<file path="src/rtl/serial_adder.sv">
// serial_adder: bit-serial WIDTH-bit adder feeding one bit pair per cycle through a full_add cell.
// Operands and result move over valid/ready handshakes; sum/cout hold until the next completion.
module full_add (
    input  logic a,
    input  logic b,
    input  logic ci,
    output logic s,
    output logic co
);
    assign s  = a ^ b ^ ci;
    assign co = (a & b) | (ci & (a ^ b));
endmodule

module serial_adder #(
    parameter int WIDTH = 8
) (
    input  logic             clk,
    input  logic             rst_n,
    input  logic             in_valid,
    output logic             in_ready,
    input  logic [WIDTH-1:0] a,
    input  logic [WIDTH-1:0] b,
    input  logic             cin,
    output logic             out_valid,
    input  logic             out_ready,
    output logic [WIDTH-1:0] sum,
    output logic             cout,
    output logic             busy
);
    localparam int CW = $clog2(WIDTH + 1);

    typedef enum logic [1:0] {IDLE, RUN, DONE} state_t;

    state_t           state, state_nx;
    logic [WIDTH-1:0] a_sr, b_sr, sum_sr, sum_nx;
    logic [CW-1:0]    cnt;
    logic             carry, s, c, last;

    full_add u_fa (.a(a_sr[0]), .b(b_sr[0]), .ci(carry), .s(s), .co(c));

    // new sum bit enters at the MSB so the LSB-first result lands in place after WIDTH shifts
    assign sum_nx   = (sum_sr >> 1) | (WIDTH'(s) << (WIDTH - 1));
    assign last     = cnt == CW'(WIDTH - 1);
    assign in_ready = state == IDLE;
    assign busy     = state == RUN;

    always_comb begin
        state_nx = state;
        state_nx = (state == IDLE && in_valid)  ? RUN  :
                   (state == RUN  && last)      ? DONE :
                   (state == DONE && out_ready) ? IDLE : state;
    end

    always_ff @(posedge clk or negedge rst_n) begin
        if (!rst_n) begin
            state     <= IDLE;
            a_sr      <= '0;
            b_sr      <= '0;
            sum_sr    <= '0;
            carry     <= 1'b0;
            cnt       <= '0;
            sum       <= '0;
            cout      <= 1'b0;
            out_valid <= 1'b0;
        end else begin
            state     <= state_nx;
            out_valid <= state_nx == DONE;
            if (state == IDLE && in_valid) begin
                a_sr   <= a;
                b_sr   <= b;
                carry  <= cin;
                cnt    <= '0;
                sum_sr <= '0;
            end
            if (state == RUN) begin
                sum_sr <= sum_nx;
                carry  <= c;
                a_sr   <= a_sr >> 1;
                b_sr   <= b_sr >> 1;
                cnt    <= cnt + CW'(1);
            end
            if (state == RUN && last) begin
                sum  <= sum_nx;
                cout <= c;
            end
        end
    end
endmodule
</file>
<file path="config.mk">
export PLATFORM = sky130hd
export DESIGN_NAME = serial_adder
export DESIGN_NICKNAME = d
export VERILOG_FILES = /design/src/rtl/serial_adder.sv
export SDC_FILE = /design/constraint.sdc
export NUM_CORES = 1
export LEC_CHECK = 0
export ABC_AREA = 1
export CORE_ASPECT_RATIO = 2
export CORE_UTILIZATION = 30
export CTS_CLUSTER_SIZE = 16
export DETAILED_ROUTE_END_ITERATION = 10
export GPL_TIMING_DRIVEN = 0
export PLACE_DENSITY = 0.5
export SLEW_MARGIN = 20
export SYNTH_ARGS = -nofsm -noshare
export SYNTH_HDL_FRONTEND = slang
export SYNTH_HIERARCHICAL = 1
export SYNTH_SLANG_ARGS = --single-unit
</file>
<file path="constraint.sdc">
create_clock -name clk -period 4.5 [get_ports clk]
set_clock_uncertainty 0.15 [all_clocks]
set_input_delay 1.35 -clock clk [delete_from_list [all_inputs] [get_ports clk]]
set_output_delay 1.35 -clock clk [all_outputs]
set_load 0.02 [all_outputs]
</file>
==> impl_metrics.py, run 1 <==
metrics = {
    "global_routing": {
        "grt_max_degree": 22,
        "antenna_found_initial": 0,
        "track_usage_pct": 14.92,
        "grt_pass1_wl_mm": 6.858,
        "first_global_vias": 1416,
        "grt_overflow": 0,
    },
    "place": {
        "post-place-ws_ps": 1203,
        "place.gp.congestion": 0.7981,
        "numPortBuffers": 31,
        "hpwl_mm": 2.922,
        "dp_cells": 296,
    },
    "clocking": {
        "cts_resized": 0,
        "htree_levels": 2,
        "clkTransAtPathRegs_ps": 80,
        "root_buffer": "clkbuf_8",
        "clkLatencyLatePin_ps": 300,
        "cts_tree": "done",
        "cts_sinks": 40,
        "cts_hold_buf": 0,
        "post-cts-setup-buffers": 0,
        "clk_path_buf_depth": 2,
        "numCtsBuffers": 5,
    },
    "sta": {
        "setup_violations": 0,
        "timing.fmax_ghz": 0.2780,
        "setup-tns-final_ps": 0,
        "finalHoldViolations": 0,
        "worst_slew_pin_slew_ps": 494.6,
        "layout_setup_ws_ps": 903.3,
        "slew_viol_final": 0,
        "rsz0062_at_grt": "no",
        "slew_headroom_pct": 67.02,
        "fin_crit_ps": 3597,
        "fin_crit_sh_pct": 79.93,
    },
    "yosys": {
        "synth_top_area_share_pct": 57.80,
        "netlist_top_cells_area": "dfrtp_1 (58%), nand2_1 (21%), nand3_1 (9.0%), o21ai_0 (2.6%), inv_1 (1.5%)",
        "avgSynthCellArea_um2": 8.489,
        "ys_warn_count": 6,
        "synth_edf_count": 0,
        "yosys.cell_types.count": 17,
        "synth_seq_cells": 40,
        "synth_nets": 227,
        "synth.cell_area_um2": 1732,
        "synthTopCellsByCount": "nand2_1 (98), dfrtp_1 (40), nand3_1 (31)",
        "synth_ff_type": "dfrtp_1",
        "synth_seq_area_share_pct": 57.80,
        "synthArstFlopShare_pct": 100.0,
        "yosysMostFrequentCell": "nand2_1",
        "syn_inst": 204,
        "yosysTopAreaCell": "dfrtp_1",
    },
    "worst_setup_path": {
        "regToRegStartpoint": "cnt[0]",
        "cpMaxStageDelayCell": "clkdlybuf4s50_1",
        "r2r_slack_ps": 2880,
        "critPathKind": "reg2out",
        "cp_cell_sequence": "buf_4, nor2_1, buf_4, clkdlybuf4s50_1",
        "critical_path_arrival_ps": 2100,
        "critPathMostFrequentCell": "buf_4",
        "crit_path_max_incr_delay_ps": 610,
        "cp-end-kind": "primary output",
        "r2r_end": "out_valid",
        "reg2reg_depth": 5,
        "critical_path.max_fanout": 10,
        "worstPathRequired_ps": 3000,
        "startpoint_type": "flop",
    },
    "power_and_ir_drop": {
        "p_leak_uw": 0.001115,
        "power.density_nw_per_um2": 315.2,
        "ir_drop_uv": 194.7,
    },
    "route": {
        "finalWirelength_mm": 3.883,
        "antenna_left": 0,
        "drc": 0,
        "wl_per_cell_um": 12.77,
        "dr.first_iter.drc_count": 24,
        "vias_per_cell": 4.661,
        "via_count": 1417,
        "dr.pass1.iters": 4,
    },
    "cells_and_area": {
        "fin_nets": 266,
        "antenna_cells": 0,
        "drive_above_1_share_pct": 8.607,
        "ff_latch_area_um2": 1001,
        "postLayoutCoreUtil_pct": 41.44,
        "nFillCells": 573,
        "fin_cells": 304,
        "area_growth_pct": 30.85,
        "multiInputGateArea_um2": 646.9,
    },
    "flow_run": {
        "cap_violations": 0,
    },
    "worst_hold_path": {
        "min_to": "sum[0]",
        "whs_path_depth": 2,
        "hold_path.startpoint": "sum[0]",
        "hold_class": "reg2reg",
    },
    "floorplanning": {
        "die_area_um2": 6098,
        "core_um2": 5468,
        "die_h_um": 109.4,
        "fp-row-count": 38,
        "die_w_um": 55.72,
        "ios": 33,
        "start_util_pct": 31.67,
    },
    "status": {
        "status": "completed",
    },
}
## flip-flops by register name, indices dropped and copies added (netlist names)
name       cells
sum_sr         7
carry          1
a_sr           8
cout           1
sum            8
b_sr           8
cnt            4
out_valid      1
state          2
## worst max-delay path: cells and delay by family, from the launching register on
| kind | cells | cell delay, ps |
|---|---|---|
| buffers and inverters | 3 | 1040 |
| AND/OR/NAND/NOR | 1 | 380 |
| flip-flops | 1 | 370 |
## cell families after synthesis
family / after synthesis / synth area share (%)
and+or+nand+nor: 136 / 32.37
AOI/OAI and AO/OA: 10 / 3.107
buffers and inverters: 16 / 4.841
adders and majority gates: 2 / 1.879
DFF: 40 / 57.80
## where the power goes
part	switching, µW	internal (µW)	leakage, µW
logic	13.0	17.5	0.000617
registers	0	359	0.000434
clock network	129	196	0.0000645
total	142	572	0.00112
## through the flow
step | power [µW] | hold WS, ps | area, µm²
floorplan | 369.8 | 292.2 | 1732
global placement | 395.5 | 303.4 | 2117
detailed placement | 397.8 | 308.3 | 2140
CTS | 723.7 | 326.2 | 2266
global route | 741.2 | 337.3 | 2266
finish | 714.3 | 318.0 | 2266
## worst max path at each step
stage                     depth (start not counted)  startpoint       end
after floorplan                                   3    state[0]  in_ready
after global placement                            1       rst_n    sum[6]
after detailed placement                          4    state[0]  in_ready
after CTS                                         4    state[0]  in_ready
after global routing                              4    state[0]  in_ready
final                                             4    state[0]  in_ready
## layout by cell type (no fill, tap or decap)
master,Yosys,layout
nand2_1,98,98
dfrtp_1,40,40
nand3_1,31,31
clkdlybuf4s50_1,0,30
o21ai_0,9,9
inv_1,7,7
clkbuf_8,0,7
buf_2,4,5
buf_4,3,3
nor2_1,3,3
buf_6,1,1
nand3b_1,1,1
clkbuf_1,1,1
nand2_2,1,1
o21ai_2,1,1
nor2_2,1,1
nand4_1,1,1
ha_1,1,1
bufinv_16,0,1
buf_16,0,1
fa_1,1,1
## cell type report
class                      count  share of cell area, %
buffer                         9                  2.540
sequential                    40                  44.17
clock inverter                 1                  1.325
tap                           60                  3.313
timing repair buffer          32                  14.69
clock buffer                   7                  4.252
multi-input combinational    148                  28.55
inverter                       7                  1.160
## metal layers
metal,routed length [µm],global-route usage [%]
met5,0,0
met4,80,6.964
met3,110,2.471
met2,2143,27.62
met1,1549,16.38
No activity file was read; power rests on OpenSTA's default activity.
==> inputs of run 2 (changes only) <==
==> constraint.sdc (replaced) <==
create_clock -name clk -period 3.8 [get_ports clk]
set_clock_uncertainty 0.15 [all_clocks]
set_input_delay 1.14 -clock clk [delete_from_list [all_inputs] [get_ports clk]]
set_output_delay 1.14 -clock clk [all_outputs]
set_load 0.02 [all_outputs]
==> results of run 2 <==
Same layout as run 1 (identical final DEF). Status: completed.
Main changes from that run: setup slack after placement 1203 ps -> 712.8 ps; setup slack after layout 903.3 ps -> 413.3 ps; register-to-register setup slack 2880 ps -> 2180 ps; total power 714.3 µW -> 845.9 µW; worst IR drop on VDD 194.7 µV -> 230.6 µV
